--- src/rtl/fetch_ctrl.sv ---
// fetch_ctrl: instruction-fetch controller.
// Drives PC load/redirect and a req/ack imem fetch into a held instr slot.
`timescale 1ns/1ps

module fetch_ctrl #(
  parameter int unsigned MAX_WAIT = 255
) (
  input  logic        clk,
  input  logic        areset,
  input  logic [31:0] pc,
  output logic        pc_load,
  output logic        pc_src,
  output logic [31:0] pc_target,
  input  logic        branch_req,
  input  logic [31:0] branch_off,
  output logic        imem_req,
  output logic [31:0] imem_addr,
  input  logic        imem_ack,
  input  logic [31:0] imem_rdata,
  output logic [31:0] instr,
  output logic        instr_valid,
  input  logic        instr_ready,
  output logic        fetch_err
);

  typedef enum logic [2:0] {
    S_IDLE,
    S_ISSUE,
    S_WAIT,
    S_HOLD,
    S_REDIR,
    S_DRAIN,
    S_ERR
  } state_t;

  localparam logic [7:0] LAST = 8'(MAX_WAIT - 1);

  state_t      state_q, state_d;
  logic [7:0]  cnt_q, cnt_d;
  logic [31:0] addr_d, instr_d, tgt_d;
  logic        req_d, valid_d, load_d, src_d, err_d;
  logic        take_br;

  // redirects are honoured everywhere except before start and after error
  assign take_br = branch_req
                 & (state_q != S_IDLE)
                 & (state_q != S_ERR);

  // state and registered outputs
  always_ff @(posedge clk or negedge areset) begin
    if (!areset) begin
      state_q     <= S_IDLE;
      cnt_q       <= '0;
      imem_req    <= 1'b0;
      imem_addr   <= '0;
      instr       <= '0;
      instr_valid <= 1'b0;
      pc_load     <= 1'b0;
      pc_src      <= 1'b0;
      pc_target   <= '0;
      fetch_err   <= 1'b0;
    end else begin
      state_q     <= state_d;
      cnt_q       <= cnt_d;
      imem_req    <= req_d;
      imem_addr   <= addr_d;
      instr       <= instr_d;
      instr_valid <= valid_d;
      pc_load     <= load_d;
      pc_src      <= src_d;
      pc_target   <= tgt_d;
      fetch_err   <= err_d;
    end
  end

  // next state and next-cycle output values
  always_comb begin
    state_d = state_q;
    cnt_d   = cnt_q;
    addr_d  = imem_addr;
    instr_d = instr;
    tgt_d   = pc_target;
    req_d   = 1'b0;
    valid_d = 1'b0;
    load_d  = 1'b0;
    src_d   = 1'b0;
    err_d   = fetch_err;
    unique case (state_q)
      S_IDLE: state_d = S_ISSUE;
      S_ISSUE: begin
        addr_d = pc;
        if (take_br) begin
          state_d = S_REDIR;
        end else if (pc[1:0] != 2'b00) begin
          state_d = S_ERR;
          err_d   = 1'b1;
        end else begin
          state_d = S_WAIT;
          req_d   = 1'b1;
          cnt_d   = '0;
        end
      end
      S_WAIT: begin
        cnt_d = cnt_q + 8'd1;
        if (imem_ack) begin
          if (take_br) begin
            state_d = S_REDIR;
          end else begin
            state_d = S_HOLD;
            instr_d = imem_rdata;
            valid_d = 1'b1;
            load_d  = 1'b1;
          end
        end else if (take_br) begin
          state_d = S_DRAIN;
          req_d   = 1'b1;
        end else if (cnt_q == LAST) begin
          state_d = S_ERR;
          err_d   = 1'b1;
        end else begin
          req_d = 1'b1;
        end
      end
      S_HOLD: begin
        if (take_br) begin
          state_d = S_REDIR;
        end else if (instr_ready) begin
          state_d = S_ISSUE;
        end else begin
          valid_d = 1'b1;
        end
      end
      S_REDIR: begin
        if (!take_br) state_d = S_ISSUE;
      end
      S_DRAIN: begin
        if (imem_ack) begin
          state_d = take_br ? S_REDIR : S_ISSUE;
        end else begin
          req_d = 1'b1;
        end
      end
      S_ERR: err_d = 1'b1;
      default: state_d = S_ERR;
    endcase
    // every accepted redirect yields one pc_src pulse next cycle
    if (take_br) begin
      load_d = 1'b1;
      src_d  = 1'b1;
      tgt_d  = branch_off;
    end
  end

endmodule

--- config.mk ---
export PLATFORM = sky130hd
export DESIGN_NAME = fetch_ctrl
export DESIGN_NICKNAME = d
export VERILOG_FILES = /design/src/rtl/fetch_ctrl.sv
export SDC_FILE = /design/constraint.sdc
export NUM_CORES = 1
export LEC_CHECK = 0
export ABC_CLOCK_PERIOD_IN_PS = 4010
export CAP_MARGIN = 10
export CORE_MARGIN = 8
export CORE_UTILIZATION = 45
export DETAILED_ROUTE_END_ITERATION = 12
export PLACE_DENSITY = 0.95
export SYNTH_ARGS = -nofsm -noshare
export SYNTH_HDL_FRONTEND = slang
export SYNTH_SLANG_ARGS = --single-unit
--- constraint.sdc ---
create_clock -name clk -period 4.01 [get_ports clk]
set_input_delay 0.6015 -clock clk [delete_from_list [all_inputs] [get_ports clk]]
set_output_delay 0.6015 -clock clk [all_outputs]
set_load 0.1 [all_outputs]
==> run_results.csv <==
group,metric,value,unit
drt,drt_iter0_drc,162,
drt,drtAntennaViolNets,0,
die,floorplan.initialDensity,45.44,%
die,io_pins,202,
timing,finalSetupViolCount,0,
clock_tree,clockBufferDepth,2,
die,die_w,116.9,um
place,gp_congestion,0.8444,
setup_path,crit_start,"state_q[2]",
clock_tree,ctsHoldBuffers,0,
timing,tns,0,ns
timing,fin_worst_skew,0.01132,ns
finish,nets,616,
timing,rsz0062_at_grt,"no",
finish,area_growth,49.52,%
timing,finalHoldViolCount,0,
setup_path,cp_max_fo,38,
synthesis,synth_area_per_cell,14.74,um2
timing,drv_slew,0,
setup_path,arrival,3.33,ns
die,die_y,116.9,um
global_route,antenna_found_initial,0,
finish,antenna_cells,0,
synthesis,ys_ff_latch,112,
timing,fmax,322.2,MHz
job,drv_cap,0,
die,dieArea,13680,um2
setup_path,start_kind,"register",
synthesis,ys_seq_area_share,61.12,%
clock_tree,clock_latency,0.35,ns
setup_path,endpoint_kind,"register",
run_status,status,"completed",
worst_hold_path,hp-class,"primary input to asynchronous set/reset pin",
finish,fillers,746,
timing,setup_slack,0.9060,ns
timing,slew_headroom,27.15,%
clock_tree,post_cts_buffers,0,
global_route,grt_pass1_vias,3651,
clock_tree,htree_num_levels,3,
setup_path,reg2reg_depth,6,
timing,tightest_slew,1.089,ns
synthesis,synthCells,311,
die,core_area,10090,um2
drt,vias,3291,
place,dp_slack,0.8748,ns
finish,regArea,2803,um2
setup_path,path_class,"register to register",
global_route,grt_use_total,18.16,%
timing,fin_hold_ws,0.4231,ns
die,num_rows,37,
clock_tree,cts_buffers,9,
clock_tree,clk_pin_slew_worst_paths,0.10,ns
place,port_buffers,201,
synthesis,ys_types,40,
clock_tree,cts.sinks,112,
synthesis,synth_area,4586,um2
finish,multi_input_area,1638,um2
global_route,grt_first_pass_wirelength,19.15,mm
clock_tree,tritoncts,"done",
timing,fin_crit_sh,77.41,%
drt,drc,0,
clock_tree,cts-root-buf,"clkbuf_8",
drt,totalWireLength,12.31,mm
finish,drive_gt1_share,23.11,%
setup_path,critPathRequiredTime,4.24,ns
global_route,grt_max_degree,86,
place,dpl.hpwl,9.549,mm
timing,min_period,3.104,ns
drt,vias_per_cell,5.055,
global_route,gr-total-overflow,0,
setup_path,r2r_start,"state_q[2]",
clock_tree,ctsResizeCount,0,
synthesis,yosys_warnings,0,
drt,firstDrtPassIters,4,
synthesis,syn_nets,417,
drt,avgRoutedWirePerCell,18.92,um
-- Yosys cell counts (all sizes together) --
cell type | number | area [um2]
a21boi | 1 | 7.510
a21o | 1 | 7.510
a21oi | 7 | 42.54
a22o | 1 | 8.760
a32o | 1 | 10.01
a32oi | 1 | 8.760
and2 | 2 | 12.51
and2b | 1 | 7.510
buf | 16 | 131.4
dfrtp | 112 | 2803
ha | 5 | 62.56
inv | 7 | 26.28
mux2 | 96 | 1081
nand2 | 7 | 28.78
nand2b | 1 | 6.260
nand3 | 1 | 5.000
nand4 | 3 | 18.77
nand4bb | 1 | 11.26
nor2 | 5 | 18.77
nor2b | 1 | 6.260
nor3 | 2 | 21.27
nor3b | 4 | 30.03
nor4b | 1 | 8.760
nor4bb | 1 | 10.01
o2111ai | 1 | 8.760
o211ai | 4 | 30.03
o21ai | 16 | 83.83
o22a | 1 | 8.760
o31ai | 3 | 22.52
or2 | 1 | 6.260
or3 | 3 | 18.77
or4 | 2 | 15.01
xor2 | 2 | 17.52
-- metrics by stage --
step / util, % / instance area, um2 / instances
2_1_floorplan: - / 4586 / 311
3_3_place_gp: 66.08 / 6669 / 635
3_5_place_dp: 66.08 / 6669 / 635
4_1_cts: 67.94 / 6857 / 651
5_1_grt: 67.94 / 6857 / 651
6_report: 67.94 / 6857 / 651
-- flip-flops by register name, indices dropped and copies added (netlist names) --
name / flops
imem_req: 1
instr_valid: 1
instr: 32
pc_src: 1
imem_addr: 32
fetch_err: 1
pc_target: 32
cnt_q: 8
state_q: 3
pc_load: 1
-- worst max-delay path, stage by stage (launching register included) --
cell,delay (ns)
dfrtp_1,0.67
xor2_1,0.18
o21ai_4,0.87
ha_1,0.34
and2_1,0.14
buf_4,0.37
mux2_2,0.39
-- final cells by class --
type                            count  share of cell area, %
Clock buffer                       11                  1.916
Inverter                            7                 0.3832
Tap cell                          136                  2.482
Clock inverter                      5                 0.8212
Multi-Input combinational cell    176                  23.89
Timing Repair Buffer              204                  29.64
Sequential cell                   112                  40.88
-- per-layer routing --
layer | part of all wire [%] | GRT usage (%) | up-vias
li1 | - | - | 1508
met1 | 38 | 20.75 | 1618
met2 | 49 | 30.41 | 152
met3 | 12 | 7.286 | 13
met4 | 1.6 | 6.143 | 0
met5 | 0 | 0 | -
-- placed cells by master, fill, tap and decap left out, types with 2 or more instances in the layout --
cell type,instances
ha_1,5
o21ai_0,15
mux2_2,94
or3_1,3
inv_1,7
or4_1,2
mux2_1,2
o211ai_1,4
nor2_1,5
buf_4,4
nand2_1,6
clkbuf_1,2
a21oi_1,5
and2_1,2
nor3b_1,3
clkbuf_8,9
clkinv_2,2
clkdlybuf4s50_1,200
xor2_1,2
dfrtp_1,112
a21oi_2,2
o31ai_1,3
nand4_1,3
-- kinds of logic (layout without fill, tap and decap cells) --
group	count (synthesis)	after routing	synth area share (%)
DFF	112	112	61.12
muxes	96	96	23.57
and+or+nand+nor	36	36	4.912
buffers and inverters	23	227	3.438
xor gates and xnor gates	2	2	0.3821
AOI/OAI and AO/OA	37	37	5.212
adders and majority gates	5	5	1.364
-- final timing paths --
path                                      to  slack [ns]
max in group asynchronous          instr[20]        2.60
worst min register to register     fetch_err        0.49
min in group clk                   fetch_err        0.49
worst max-delay path               instr[20]        0.91
worst min-delay path            imem_addr[8]        0.42
worst max register to register     instr[20]        0.91
Power is not shown: default switching activity piles up to over one toggle a cycle in this logic, so the estimate is an artifact.
